**src/rtl/prim_cmd_list_pkg.sv**
```systemverilog
// Shared constants and state type for the primitive command-list fetcher.
package prim_cmd_list_pkg;

    localparam logic [15:0] PR_LIST_END = 16'hFFFF;

    localparam logic [3:0] PR_COORDX0 = 4'h0;
    localparam logic [3:0] PR_COORDY0 = 4'h1;
    localparam logic [3:0] PR_COORDX1 = 4'h2;
    localparam logic [3:0] PR_COORDY1 = 4'h3;
    localparam logic [3:0] PR_COORDX2 = 4'h4;
    localparam logic [3:0] PR_COORDY2 = 4'h5;
    localparam logic [3:0] PR_COLOR   = 4'h6;
    localparam logic [3:0] PR_EXECUTE = 4'h8;

    typedef enum logic [2:0] {
        StIdle,
        StReq,
        StData,
        StIssue,
        StWaitStart,
        StWaitDone
    } prim_list_st_t;

endpackage

```
**src/rtl/prim_cmd_list.sv**
```systemverilog
// Fetches 16-bit renderer commands from VRAM and strobes them to the primitive renderer,
// stalling after each execute until the renderer has started and finished drawing.
module prim_cmd_list
    import prim_cmd_list_pkg::*;
#(
    parameter int unsigned TIMEOUT_W = 3
) (
    input  logic        clk,
    input  logic        reset_i,
    input  logic        start_i,
    input  logic        abort_i,
    input  logic [15:0] list_addr_i,
    output logic        vram_sel_o,
    output logic [15:0] vram_addr_o,
    input  logic        vram_ack_i,
    input  logic [15:0] vram_data_i,
    output logic [15:0] cmd_o,
    output logic        cmd_valid_o,
    input  logic        rndr_busy_i,
    output logic        busy_o,
    output logic        done_o,
    output logic [15:0] count_o
);

    localparam logic [TIMEOUT_W-1:0] TmoOne = 1;

    prim_list_st_t        state_q;
    logic [15:0]          ptr_q;
    logic [15:0]          cmd_q;
    logic [15:0]          count_q;
    logic                 sel_q;
    logic                 valid_q;
    logic [TIMEOUT_W-1:0] tmo_q;

    always_ff @(posedge clk) begin
        if (reset_i) begin
            state_q <= StIdle;
            ptr_q   <= '0;
            cmd_q   <= '0;
            count_q <= '0;
            sel_q   <= 1'b0;
            valid_q <= 1'b0;
            tmo_q   <= '0;
        end else begin
            valid_q <= 1'b0;
            unique case (state_q)
                StIdle: begin
                    if (start_i) begin
                        ptr_q   <= list_addr_i;
                        count_q <= '0;
                        sel_q   <= 1'b1;
                        state_q <= StReq;
                    end
                end
                StReq: begin
                    if (abort_i) begin
                        sel_q   <= 1'b0;
                        state_q <= StIdle;
                    end else if (vram_ack_i) begin
                        ptr_q   <= ptr_q + 16'd1;
                        sel_q   <= 1'b0;
                        state_q <= StData;
                    end
                end
                StData: begin
                    if (abort_i || vram_data_i == PR_LIST_END) begin
                        state_q <= StIdle;
                    end else begin
                        // count is bumped here so it is already current during the strobe
                        cmd_q   <= vram_data_i;
                        valid_q <= 1'b1;
                        count_q <= count_q + 16'd1;
                        state_q <= StIssue;
                    end
                end
                StIssue: begin
                    if (abort_i) begin
                        state_q <= StIdle;
                    end else if (cmd_q[15:12] == PR_EXECUTE) begin
                        tmo_q   <= '1;
                        state_q <= StWaitStart;
                    end else begin
                        sel_q   <= 1'b1;
                        state_q <= StReq;
                    end
                end
                StWaitStart: begin
                    if (abort_i) begin
                        state_q <= StIdle;
                    end else if (rndr_busy_i) begin
                        state_q <= StWaitDone;
                    end else if (tmo_q == '0) begin
                        // renderer never started: treat the execute as a no-op
                        sel_q   <= 1'b1;
                        state_q <= StReq;
                    end else begin
                        tmo_q <= tmo_q - TmoOne;
                    end
                end
                StWaitDone: begin
                    if (abort_i) begin
                        state_q <= StIdle;
                    end else if (!rndr_busy_i) begin
                        sel_q   <= 1'b1;
                        state_q <= StReq;
                    end
                end
                default: state_q <= StIdle;
            endcase
        end
    end

    assign vram_sel_o  = sel_q;
    assign vram_addr_o = ptr_q;
    assign cmd_o       = cmd_q;
    assign cmd_valid_o = valid_q;
    assign count_o     = count_q;
    assign busy_o      = (state_q != StIdle);
    // terminator is only known while its data is on the bus, so done must be combinational
    assign done_o      = (state_q == StData) && !abort_i && (vram_data_i == PR_LIST_END);

endmodule

```
**config.mk**
```make
export PLATFORM = sky130hd
export DESIGN_NAME = prim_cmd_list
export DESIGN_NICKNAME = d
export VERILOG_FILES = /design/src/rtl/prim_cmd_list_pkg.sv /design/src/rtl/prim_cmd_list.sv
export SDC_FILE = /design/constraint.sdc
export NUM_CORES = 1
export LEC_CHECK = 0
export ABC_CLOCK_PERIOD_IN_PS = 3200
export CAP_MARGIN = 5
export CORE_UTILIZATION = 35
export DETAILED_ROUTE_END_ITERATION = 10
export SYNTH_ARGS = -nofsm -noshare
export SYNTH_HDL_FRONTEND = slang
export SYNTH_SLANG_ARGS = --single-unit
```
**constraint.sdc**
```tcl
create_clock -name clk -period 3.2 [get_ports clk]
set_input_delay 0.64 -clock clk [delete_from_list [all_inputs] [get_ports clk]]
set_output_delay 0.64 -clock clk [all_outputs]
set_load 0.05 [all_outputs]
```
==> results.md <==
- Of the cells placed in the final design, the portion with a size suffix greater than 1 is 0.0578.
- TritonCTS built the clock tree.
- The number of remaining DRC errors is 0.
- In the final layout, flip-flops and latches occupy 1120 um2.
- The count of port buffers added during placement is 89.
- The largest single stage delay on the critical path is 0.48 ns.
- The cell accounting for the most synthesized area is dfxtp_1.
- Setup repair after global routing left no endpoint under its margin.
- The ratio of routed vias to standard cells is 5.24.
- The detailed router placed 2893 vias in this run.
- The smallest clock period supported by the final layout is computed as 2.73 ns.
- The total negative slack for setup checks is 0 ns.
- The global routing stage identified its most utilized layer as met2.
- The number of detailed-routing iterations run before antenna repair is 4.
- The clock latency on the worst-skew pair is 0.31 ns.
- The highest-delay cell along the critical path is clkdlybuf4s50_1.
- The required time reported for the critical path endpoint is 2.56 ns.
- The final routed wire length divided by cell count is 13.9 um.
- The run finished with clean final reports.
- The portion of synthesized area spent on multiplexers is 0.00349.
- For this run, the number of Yosys warnings is 0.
- Routability-driven placement finished with a final weighted congestion of 0.806.
- The class of the most critical setup path is primary input to primary output.
- The met1 global-route usage is 0.244.
- The tightest slew margin relative to the limit is 0.367.
- The clock tree root driver cell is clkbuf_8.
- Before CTS, the worst setup slack after placement is 0.469 ns.
- Counting every sink on the clock net gives 56.
- The number of gates resized after CTS is 0.
- The count of nets left with antenna violations after detail routing is 0.
- After global routing the overflow that remains totals 0.
- Across the VDD grid, the largest voltage drop is 0.200 mV.
- The top cell types in the final layout, fill and taps aside, are clkdlybuf4s50_1 (88), nand2_1 (58), dfxtp_1 (56), a21oi_1 (34), nor2_1 (31).
- The timing endpoint of the critical path is done_o.
- The number of flops mapped to enable cells by yosys is 0.
- For met3 alone, demand over resource in global routing was 0.0328.
- The cell family with the largest share of critical-path delay is simple AND/OR/NAND/NOR gates.
- The initial antenna violation count is 0.
- The simple-gate share of the synthesized area is 0.303.
- In this run the worst hold path is classified as flop to flop.
- The number of hold-repair buffers added at the cts stage is 0.
- Summed over all layers, the routed wires come to 7.67 mm.
- The library cell used most frequently in the layout, excluding fill and tap cells, is clkdlybuf4s50_1.
- The final period utilization is 0.852.
- The portion of the post-synthesis area used by sequential elements is 0.391.
- The number of failing hold endpoints at the final stage is 0.
- Relative to the synthesized area, the layout overhead comes to 38.4%.
- The net count of the finished layout is 491.
- The floorplan has 32 rows.
- The net count after synthesis is 409.
- In the global route stage, met2 resource usage came out at 0.303.
- Max-cap violations in this run came to 0.
- The die is 92.5 um wide.
- The adder and majority cell fraction of the synthesized area is 0.0175.
- In the synthesized netlist the async set-or-reset flop fraction comes to 0.
- The gate count of the mapped netlist is 367.
- The number of buffers created by CTS is 5.
- The critical register-to-register path endpoint is vram_addr_o[12].
- The startpoint identified for the worst register-to-register timing path is state_q[0].
- By area, the combinational part of the netlist is dominated by simple AND/OR/NAND/NOR gates.
- The post-synthesis sequential element count is 56.
- In the post-synthesis netlist, the biggest area contributors are dfxtp_1 (39%), nand2_1 (7.6%), a21oi_1 (5.9%).
- The number of levels in the clock H-tree is 2.
- The wire-length estimate of the detail-placed layout is 5.40 mm.
- STA classifies the critical path startpoint as a primary input.
- The cell area that synthesis handed to floorplanning was 2870 um2.
- Dividing the synthesized area by the synthesized cell count gives 7.81 um2.
- After the first detailed-routing iteration, the DRC count stood at 71.
- On the final layout, the worst clock skew is 0.00595 ns.
- The global-route total usage across every layer is 0.185.
- The number of antenna diodes in the final layout is 0.
- The total setup violations reported at the end of the flow is 0.
- The final-layout fill cell count is 772.
- The total power per unit cell area is 427 nW/um2.
- The signal on the critical path passes through clkdlybuf4s50_1 > nand4_1 > nor4_2 > nor2b_1 > buf_12.
- The synthesized-area fraction occupied by ao, oa, aoi and oai cells is 0.209.
- The highest clock frequency the design can meet is 367 MHz.
- The post-CTS repair timing setup buffer count is 0.
- The number of buffer and inverter instances along the worst setup path is 2.
- The xor/xnor cell area share of the yosys netlist is 0.0306.
- Summed over all cells, the static leakage comes to 1.28 nW.
- In this run the number of cells on the critical path is 5.
- The number of global-route vias before repair is 2715.
- The area of the die is 8550 um2.
- The floorplan step defined a core boundary enclosing 7810 um2.
- The worst path meets setup with 0.473 ns of slack.
- The most critical setup path has its startpoint at vram_data_i[10].
- The maximum fanout count along the critical path is 2.
- For the worst setup path, the data arrival time is 2.09 ns.
- The die height is 92.5 um.
- Entering global routing, the biggest net connects 41 pins.
- The unique cell type count in the Yosys netlist is 53.
- The number of pins exceeding their max-slew limit in the final report came to 0.
- The top cell type's share of synthesized area is 0.391.
- The initial cell density of the core is 0.367.
- For this run, the leading register cell type out of synthesis is dfxtp_1.
- The number of cells on the worst reg-to-reg path is 3.
- The number of top-level pins is 90.
- Clock-pin slew was measured on the worst setup and hold paths at 0.10 ns.
- STA classifies the critical path endpoint as a primary output.
- The minimum setup slack among reg-to-reg paths is 0.88 ns.
- Counting along the longest clock path gives a buffer depth of 2.
- Measured on the finished design, the core utilization comes to 0.508.
- The first global-routing pass estimated 12.9 mm of wire.
- The area taken by multi-input logic gates is 1620 um2.
- At the pin with the least slew margin, the transition time is 0.950 ns.
==> power by group <==
group	internal [mW]	leakage, nW	switching [mW]
clock	0.237	0.0558	0.240
sequential	0.731	0.455	0.0490
combinational	0.172	0.765	0.263
==> synth_stat cells, types with 2 or more instances <==
library cell,n
xnor2_1,10
inv_1,7
a211oi_1,6
nor3b_2,2
nor3b_1,2
a22oi_1,3
nor2_1,31
nand2b_1,2
nor4_1,6
nand3b_1,2
or3_1,7
nor4b_1,2
and3_1,4
ha_1,4
nand2_1,58
a311oi_1,5
clkbuf_1,13
buf_2,6
dfxtp_1,56
a21oi_1,34
o21ai_1,10
a22o_1,2
o21ai_0,14
or4_1,3
buf_6,2
and3b_1,2
o21a_1,3
nand3_1,15
a21o_1,2
a31oi_1,5
nor3_1,6
and2_1,2
nor2b_1,6
o31ai_1,5
nand4_1,11
or2_2,2
==> registers in the layout, indices dropped and copies added, names as in the netlist <==
signal / cells
vram_sel_o: 1
vram_addr_o: 16
state_q: 3
tmo_q: 3
cmd_valid_o: 1
count_o: 16
cmd_o: 16
==> cells by family (layout without fill, tap and decap cells) <==
kind of cell | after synthesis | after routing
flip-flops | 56 | 56
buffers and inverters | 29 | 112
AND/OR/NAND/NOR | 170 | 170
multiplexers | 1 | 1
adder cells (fa/ha/maj) | 4 | 4
XOR/XNOR | 10 | 10
AO/OA/AOI/OAI | 97 | 97
==> per-layer routing <==
layer  routed length, um  share of wire
met3                 400          0.052
met4                 109          0.014
met1                3600           0.47
met5                   0              0
met2                3550           0.46
==> worst reg2reg max path: stages, from the launching register on <==
cell and delay (ns):
dfxtp_1 0.65, or3b_1 0.80, or4_1 0.65, a31oi_1 0.16
==> layout make-up <==
cell class,instances,share of cell area
multi-input combinational,282,0.408
tap,102,0.0322
sequential,56,0.283
clock buffer,6,0.0183
timing repair buffer,97,0.242
clock inverter,2,0.00978
inverter,7,0.00662
==> how the worst min path moves through the flow <==
stage,startpoint,endpoint,slack (ns),cells after the start
after floorplan,tmo_q[0],tmo_q[0],0.44,1
after global placement,cmd_o[4],cmd_o[4],0.44,2
after detailed placement,cmd_o[2],cmd_o[2],0.45,2
after CTS,cmd_o[2],cmd_o[2],0.46,2
after global routing,cmd_o[10],cmd_o[10],0.48,2
final,cmd_o[2],cmd_o[2],0.46,2
==> stage by stage <==
step                      cells  total power, mW  hold slack, ns  area [um2]
after floorplan             367             1.07           0.437        2870
after global placement      544             1.22           0.442        3850
after detailed placement    544             1.23           0.447        3850
after CTS                   552             1.70           0.462        3970
after global routing        552             1.77           0.484        3970
final                       552             1.69           0.459        3970
Power figures use the tool's default switching activity.
